<file path="src/rtl/mire_gen_if.sv">
// Wishbone master write channel used by the test-pattern generator.
interface mire_gen_if #(
    parameter int ADDR_W = 32
);
    logic              cyc;
    logic              stb;
    logic              we;
    logic [3:0]        sel;
    logic [2:0]        cti;
    logic [1:0]        bte;
    logic [ADDR_W-1:0] adr;
    logic [31:0]       dat_ms;
    logic              ack;

    modport master (
        output cyc, stb, we, sel, cti, bte, adr, dat_ms,
        input  ack
    );

    modport slave (
        input  cyc, stb, we, sel, cti, bte, adr, dat_ms,
        output ack
    );
endinterface

</file>
<file path="src/rtl/mire_gen.sv">
// Test-pattern generator: writes one HDISP x VDISP frame of 0x00RRGGBB pixels
// over Wishbone, in bursts of BURST classic writes separated by a one-cycle gap.
//
// state   | meaning
// --------+------------------------------------------------------------
// S_IDLE  | waiting for start; bus released
// S_BURST | stb high, one pixel write per ack
// S_GAP   | one-cycle release of cyc/stb between bursts
// S_DONE  | frame_done pulse; relaunch if continuous, else back to idle
module mire_gen #(
    parameter int                HDISP     = 800,
    parameter int                VDISP     = 480,
    parameter int                BURST     = 64,
    parameter int                ADDR_W    = 32,
    parameter logic [ADDR_W-1:0] BASE_ADDR = '0
) (
    input  logic              clk,
    input  logic              rst_n,
    input  logic              start,
    input  logic              continuous,
    input  logic [1:0]        mode,
    input  logic [23:0]       fg_color,
    input  logic [23:0]       bg_color,
    output logic              busy,
    output logic              frame_done,
    mire_gen_if.master        wshb
);
    localparam int NPIX     = HDISP * VDISP;
    localparam int PIX_W    = (NPIX > 1) ? $clog2(NPIX) : 1;
    localparam int X_W      = (HDISP > 1) ? $clog2(HDISP) : 1;
    localparam int Y_W      = (VDISP > 1) ? $clog2(VDISP) : 1;
    localparam int BCNT_W   = $clog2(BURST + 1);
    // Bar width in pixels; a narrow display degenerates to one pixel per bar.
    localparam int BAR_PX   = (HDISP / 8 > 0) ? HDISP / 8 : 1;
    localparam int BAR_C_W  = (BAR_PX > 1) ? $clog2(BAR_PX) : 1;

    typedef enum logic [1:0] {S_IDLE, S_BURST, S_GAP, S_DONE} state_t;

    state_t             state_q, state_d;
    logic [1:0]         mode_q, mode_d;
    logic [23:0]        fg_q, fg_d;
    logic [23:0]        bg_q, bg_d;
    logic [PIX_W-1:0]   pix_q, pix_d;
    logic [X_W-1:0]     x_q, x_d;
    logic [Y_W-1:0]     y_q, y_d;
    logic [BAR_C_W-1:0] bar_cnt_q, bar_cnt_d;
    logic [2:0]         bar_idx_q, bar_idx_d;
    logic [BCNT_W-1:0]  bcnt_q, bcnt_d;
    logic [ADDR_W-1:0]  adr_q, adr_d;
    logic               busy_q, busy_d;

    logic               launch;
    logic               acked;
    logic               last_pix;
    logic               burst_last;
    logic               stb_o;
    logic               done_o;
    logic [23:0]        pix_rgb;

    assign launch     = ((state_q == S_IDLE) && start) || ((state_q == S_DONE) && continuous);
    assign acked      = (state_q == S_BURST) && wshb.ack;
    assign last_pix   = (pix_q == PIX_W'(NPIX - 1));
    assign burst_last = (bcnt_q == BCNT_W'(BURST - 1));

    // State register.
    always_ff @(posedge clk) begin
        if (!rst_n) state_q <= S_IDLE;
        else        state_q <= state_d;
    end

    // Next-state decode.
    always_comb begin
        state_d = state_q;
        case (state_q)
            S_IDLE:  if (start) state_d = S_BURST;
            S_BURST: begin
                if (wshb.ack) begin
                    if (last_pix)        state_d = S_DONE;
                    else if (burst_last) state_d = S_GAP;
                end
            end
            S_GAP:   state_d = S_BURST;
            S_DONE:  state_d = continuous ? S_BURST : S_IDLE;
            default: state_d = S_IDLE;
        endcase
    end

    // Moore outputs of the FSM.
    always_comb begin
        stb_o  = (state_q == S_BURST);
        done_o = (state_q == S_DONE);
    end

    // Frame counters, address pointer and latched pattern settings.
    always_comb begin
        mode_d    = mode_q;
        fg_d      = fg_q;
        bg_d      = bg_q;
        pix_d     = pix_q;
        x_d       = x_q;
        y_d       = y_q;
        bar_cnt_d = bar_cnt_q;
        bar_idx_d = bar_idx_q;
        bcnt_d    = bcnt_q;
        adr_d     = adr_q;
        busy_d    = busy_q;
        if (launch) begin
            mode_d    = mode;
            fg_d      = fg_color;
            bg_d      = bg_color;
            pix_d     = '0;
            x_d       = '0;
            y_d       = '0;
            bar_cnt_d = '0;
            bar_idx_d = '0;
            bcnt_d    = '0;
            adr_d     = BASE_ADDR;
            busy_d    = 1'b1;
        end else if (acked) begin
            pix_d  = pix_q + 1'b1;
            adr_d  = adr_q + ADDR_W'(4);
            bcnt_d = bcnt_q + 1'b1;
            if (x_q == X_W'(HDISP - 1)) begin
                x_d       = '0;
                y_d       = (y_q == Y_W'(VDISP - 1)) ? '0 : y_q + 1'b1;
                bar_cnt_d = '0;
                bar_idx_d = '0;
            end else begin
                x_d = x_q + 1'b1;
                // Bar index saturates at 7 so leftover pixels extend the last bar.
                if (bar_cnt_q == BAR_C_W'(BAR_PX - 1)) begin
                    bar_cnt_d = '0;
                    if (bar_idx_q != 3'd7) bar_idx_d = bar_idx_q + 1'b1;
                end else begin
                    bar_cnt_d = bar_cnt_q + 1'b1;
                end
            end
        end else if (state_q == S_GAP) begin
            bcnt_d = '0;
        end else if (state_q == S_DONE) begin
            adr_d  = BASE_ADDR;
            busy_d = 1'b0;
        end
    end

    // Datapath registers.
    always_ff @(posedge clk) begin
        if (!rst_n) begin
            mode_q    <= '0;
            fg_q      <= '0;
            bg_q      <= '0;
            pix_q     <= '0;
            x_q       <= '0;
            y_q       <= '0;
            bar_cnt_q <= '0;
            bar_idx_q <= '0;
            bcnt_q    <= '0;
            adr_q     <= BASE_ADDR;
            busy_q    <= 1'b0;
        end else begin
            mode_q    <= mode_d;
            fg_q      <= fg_d;
            bg_q      <= bg_d;
            pix_q     <= pix_d;
            x_q       <= x_d;
            y_q       <= y_d;
            bar_cnt_q <= bar_cnt_d;
            bar_idx_q <= bar_idx_d;
            bcnt_q    <= bcnt_d;
            adr_q     <= adr_d;
            busy_q    <= busy_d;
        end
    end

    // Pixel colour for the current (x, y) from the latched pattern settings.
    always_comb begin
        pix_rgb = fg_q;
        case (mode_q)
            2'd0: pix_rgb = fg_q;
            2'd1: pix_rgb = ((x_q & X_W'(3)) == '0) ? fg_q : bg_q;
            2'd2: pix_rgb = (((x_q & X_W'(8)) != '0) ^ ((y_q & Y_W'(8)) != '0)) ? fg_q : bg_q;
            2'd3: begin
                case (bar_idx_q)
                    3'd0:    pix_rgb = 24'hFFFFFF;
                    3'd1:    pix_rgb = 24'hFFFF00;
                    3'd2:    pix_rgb = 24'h00FFFF;
                    3'd3:    pix_rgb = 24'h00FF00;
                    3'd4:    pix_rgb = 24'hFF00FF;
                    3'd5:    pix_rgb = 24'hFF0000;
                    3'd6:    pix_rgb = 24'h0000FF;
                    default: pix_rgb = 24'h000000;
                endcase
            end
            default: pix_rgb = fg_q;
        endcase
    end

    assign wshb.cyc    = stb_o;
    assign wshb.stb    = stb_o;
    assign wshb.we     = 1'b1;
    assign wshb.sel    = 4'b1111;
    assign wshb.cti    = 3'b000;
    assign wshb.bte    = 2'b00;
    assign wshb.adr    = adr_q;
    assign wshb.dat_ms = {8'h00, pix_rgb};
    assign busy        = busy_q;
    assign frame_done  = done_o;
endmodule

</file>
<file path="src/flat_wrapper.sv">
// flat-port wrapper written by rule: the top's interface ports become plain ports
module mire_gen_flat 
#(
    parameter int                HDISP     = 800,
    parameter int                VDISP     = 480,
    parameter int                BURST     = 64,
    parameter int                ADDR_W    = 32,
    parameter logic [ADDR_W-1:0] BASE_ADDR = '0
)
  (clk, rst_n, start, continuous, mode, fg_color, bg_color, busy, frame_done, wshb_cyc, wshb_stb, wshb_we, wshb_sel, wshb_cti, wshb_bte, wshb_adr, wshb_dat_ms, wshb_ack);
  mire_gen_if #(.ADDR_W(ADDR_W)) wshb_i ();
  input  logic clk;
  input  logic rst_n;
  input  logic start;
  input  logic continuous;
  input  logic [1:0] mode;
  input  logic [23:0] fg_color;
  input  logic [23:0] bg_color;
  output logic busy;
  output logic frame_done;
  output wire logic [$bits(wshb_i.cyc)-1:0] wshb_cyc;
  output wire logic [$bits(wshb_i.stb)-1:0] wshb_stb;
  output wire logic [$bits(wshb_i.we)-1:0] wshb_we;
  output wire logic [$bits(wshb_i.sel)-1:0] wshb_sel;
  output wire logic [$bits(wshb_i.cti)-1:0] wshb_cti;
  output wire logic [$bits(wshb_i.bte)-1:0] wshb_bte;
  output wire logic [$bits(wshb_i.adr)-1:0] wshb_adr;
  output wire logic [$bits(wshb_i.dat_ms)-1:0] wshb_dat_ms;
  input wire logic [$bits(wshb_i.ack)-1:0] wshb_ack;
  assign wshb_cyc = wshb_i.cyc;
  assign wshb_stb = wshb_i.stb;
  assign wshb_we = wshb_i.we;
  assign wshb_sel = wshb_i.sel;
  assign wshb_cti = wshb_i.cti;
  assign wshb_bte = wshb_i.bte;
  assign wshb_adr = wshb_i.adr;
  assign wshb_dat_ms = wshb_i.dat_ms;
  assign wshb_i.ack = wshb_ack;
  mire_gen #(.HDISP(HDISP), .VDISP(VDISP), .BURST(BURST), .ADDR_W(ADDR_W), .BASE_ADDR(BASE_ADDR)) u_core (.clk(clk), .rst_n(rst_n), .start(start), .continuous(continuous), .mode(mode), .fg_color(fg_color), .bg_color(bg_color), .busy(busy), .frame_done(frame_done), .wshb(wshb_i));
endmodule
</file>
<file path="config.mk">
export PLATFORM = sky130hd
export DESIGN_NAME = mire_gen_flat
export DESIGN_NICKNAME = d
export VERILOG_FILES = /design/src/rtl/mire_gen_if.sv /design/src/rtl/mire_gen.sv /design/src/flat_wrapper.sv
export SDC_FILE = /design/constraint.sdc
export NUM_CORES = 1
export LEC_CHECK = 0
export BUFFER_PORTS_ARGS = -buffer_cell sky130_fd_sc_hd__buf_2
export CORE_UTILIZATION = 45
export CTS_CLUSTER_DIAMETER = 60
export CTS_CLUSTER_SIZE = 12
export DETAILED_ROUTE_END_ITERATION = 12
export GPL_ROUTABILITY_DRIVEN = 0
export PLACE_DENSITY = 0.67
export SLEW_MARGIN = 20
export SYNTH_ARGS = -nofsm -noshare
export SYNTH_HDL_FRONTEND = slang
export SYNTH_SLANG_ARGS = --single-unit
</file>
<file path="constraint.sdc">
create_clock -name clk -period 6.1 [get_ports clk]
set_input_delay 1.22 -clock clk [delete_from_list [all_inputs] [get_ports clk]]
set_output_delay 1.22 -clock clk [all_outputs]
set_load 0.01 [all_outputs]
</file>
==> run metrics <==
initial antenna violation count 0; Root Buffer Master clkbuf_16; Max-Cap Viols 0; Slew @ Worst Pin 0.9464 ns; number of global-route vias before repair 5289; Flop pwr share 0.438; ys flop type dfxtp_1; synthesis-to-layout area growth 17.57%; Static Leak 2.991 nW; VDD IR max 156.0 uV; Worst EP required 4.88 ns; Tot GR Track Use 0.1990; clk_lat worst skew 0.43 ns; Sink Count 138; Post-Synthesis Cells 854; n_diodes 0; fmax 281.1 MHz; H-tree depth 4; fillers 1413; chip height 124.3 um; clock share of power 0.482; Worst setup EP type output port; # setup viols final 0; Synth async-reset ratio 0; Final min period 3.558 ns; First-pass DRT Iterations 4; post-detail-place hpwl 10290 um; combinational share of power 0.080; number of flops mapped to enable cells by yosys 0; Seq/Total Area, Yosys 0.4105; Final period util 0.5832; Pwr Total 2.137 mW; vias per inst 5.446; Distinct cells, synth 56; share of cells above drive strength 1 0.1639; CP Launch Type register; Cell Pwr Density 270.1 nW/um^2; TritonCTS buffer count 17; Avg Cell Area, Syn 7.881 um^2; routed len/inst 13.53 um; Pint 1.611 mW; clock skew 0.009845 ns; # Post-CTS Setup Buffers 0; Initial Utilization 0.4613; drt total wl 15460 um; Core Util, Final 0.5424; PostCTS Resize Cnt 0; # IOs 133; Pins Over Slew Limit 0; Die X 124.3 um; vias post-DR 6219; first-pass GRT wire length 25690 um; # rows 44; Die Area 15450 um^2; min-delay worst type reg2reg; Max-slew headroom 0.3642; unrepaired setup endpoints after global routing no; Worst-path clk slew 0.06 ns; Port Buffers 112; Yosys reg bits 138; critical path class reg2out; Synth Warn # 0; CP Data Arrival Time 2.34 ns; synthesized cell area 6730 um^2; P_sw 0.5263 mW; Routed Antenna Nets 0; GRT overflow 0; final hold vios 0; Core Region 14590 um^2; CTS hold repair buffers 0; worst-path maximum fanout 8; Clock Path Buffers 2; largest net degree at the start of global routing 55; setup TNS 0 ns; initial DRC count 374; DRC Markers 0; Final nets 1013; status completed; CTS tree done; Net Sw Frac 0.2463
## registers in the layout, summed over array words and instances, names as in the netlist
name              cells
u_core.wshb.adr      30
u_core.x_q           10
u_core.pix_q         19
u_core.bg_q          24
u_core.y_q            9
u_core.busy           1
u_core.state_q        2
u_core.bar_idx_q      3
u_core.mode_q         2
u_core.bcnt_q         7
u_core.fg_q          24
u_core.bar_cnt_q      7
## per-layer routing
layer,GRT usage,vias up,wire length (um)
li1,-,3170,-
met1,0.2878,2893,7962
met5,0,-,0
met3,0.05541,14,755
met2,0.2896,142,6591
met4,0.04890,0,146
## cells by family (layout without fill, tap and decap cells)
family          count (synthesis)  after routing  synth area share
mux                             7              7           0.01041
buf+inv                        89            175           0.06209
xor+xnor                       34             34           0.04425
simple gates                  385            385            0.2828
other cells                     2             20          0.001116
compound gates                186            186            0.1647
flops                         138            138            0.4105
fa+ha+maj                      13             13           0.02417
## stage by stage
| stage | area (um^2) | instances | hold slack (ns) | setup WS, ns |
|---|---|---|---|---|
| finish | 7913 | 1142 | 0.4479 | 2.542 |
| global route | 7913 | 1142 | 0.4627 | 2.332 |
| CTS | 7911 | 1142 | 0.4518 | 2.197 |
| detailed placement | 7313 | 1110 | 0.4432 | 2.541 |
| global placement | 7313 | 1110 | 0.4389 | 2.609 |
| floorplan | 6798 | 872 | 0.4317 | 3.002 |
## worst paths after layout
check                                         from                               end  slack, ns  cells after the start
setup / recovery  u_core.bar_idx_q[0]$_SDFFE_PP0P_                   wshb_dat_ms[14]       2.54                      7
setup reg to reg    u_core.state_q[1]$_SDFFE_PN0P_  u_core.bar_idx_q[1]$_SDFFE_PP0P_       3.27                      6
hold reg to reg       u_core.fg_q[21]$_SDFFE_PN0P_      u_core.fg_q[21]$_SDFFE_PN0P_       0.45                      2
hold / removal        u_core.fg_q[21]$_SDFFE_PN0P_      u_core.fg_q[21]$_SDFFE_PN0P_       0.45                      2
## cell usage in the layout, fill, tap and decap left out, types with 5 or more instances in the layout
cell,synthesis,final
and3_1,7,7
dfxtp_1,138,138
mux2i_1,7,7
a221o_1,8,8
o31ai_1,12,12
conb_1,2,20
xor2_1,18,18
nor2_1,44,43
nor4_1,12,12
nor2b_1,5,5
buf_4,22,5
nand2_1,166,166
nand4_1,23,23
o211ai_1,5,5
buf_2,1,112
xnor2_1,16,16
o22ai_1,9,9
nand2b_1,9,9
clkbuf_16,0,17
a21oi_1,106,106
nor3_1,19,19
or4_1,15,15
nand4b_1,6,6
nand3_1,37,37
inv_1,24,24
or3_1,16,16
clkinvlp_4,0,5
a211oi_1,9,9
o21ai_0,21,21
ha_1,13,13
and4_1,6,6
## synthesized netlist by cell type, types with 3 or more instances
library cell,n,area (um^2)
nand3_1,37,185.2
inv_1,24,90.09
xor2_1,18,157.7
nand2_1,166,623.1
nand4b_1,6,52.55
ha_1,13,162.7
and2_1,3,18.77
and4_1,6,52.55
xnor2_1,16,140.1
clkbuf_1,40,150.1
a211oi_1,9,67.56
a221o_1,8,80.08
nor2b_1,5,31.28
o211ai_1,5,37.54
or4_1,15,112.6
buf_4,22,165.2
nor2_1,44,165.2
a21oi_1,106,530.5
nand2b_1,9,56.30
nor4_1,12,75.07
o22ai_1,9,56.30
and3_1,7,43.79
o21ai_0,21,105.1
o31ai_1,12,90.09
nand4_1,23,143.9
dfxtp_1,138,2763
or3_1,16,100.1
mux2i_1,7,70.07
nor3_1,19,95.09
nand3b_1,4,30.03
## power by group through the flow
stage,Clock (mW),Sequential [mW],Combinational (mW)
finish,1.03,0.936,0.170
global route,1.09,0.939,0.191
CTS,1.04,0.936,0.171
detailed placement,0,0.956,0.171
global placement,0,0.956,0.169
floorplan,0,0.954,0.121
## critical path: stages (launching register included)
cell	delay, ns
dfxtp_1	0.38
inv_1	0.09
ha_1	0.23
nor3_1	0.19
nor2_1	0.07
o21bai_1	0.59
nand3_1	0.17
buf_2	0.19
## cell type report
type | count | area, um^2 | share of cell area
clock buffers | 20 | 456.7 | 0.05772
clock inverters | 12 | 141.4 | 0.01787
inverters | 26 | 97.59 | 0.01233
multi-input cells | 645 | 3626 | 0.4583
flip-flops and latches | 138 | 2763 | 0.3491
well taps | 184 | 230.2 | 0.02910
repair buffers | 117 | 598.1 | 0.07559
(Power assumes the default switching activity.)
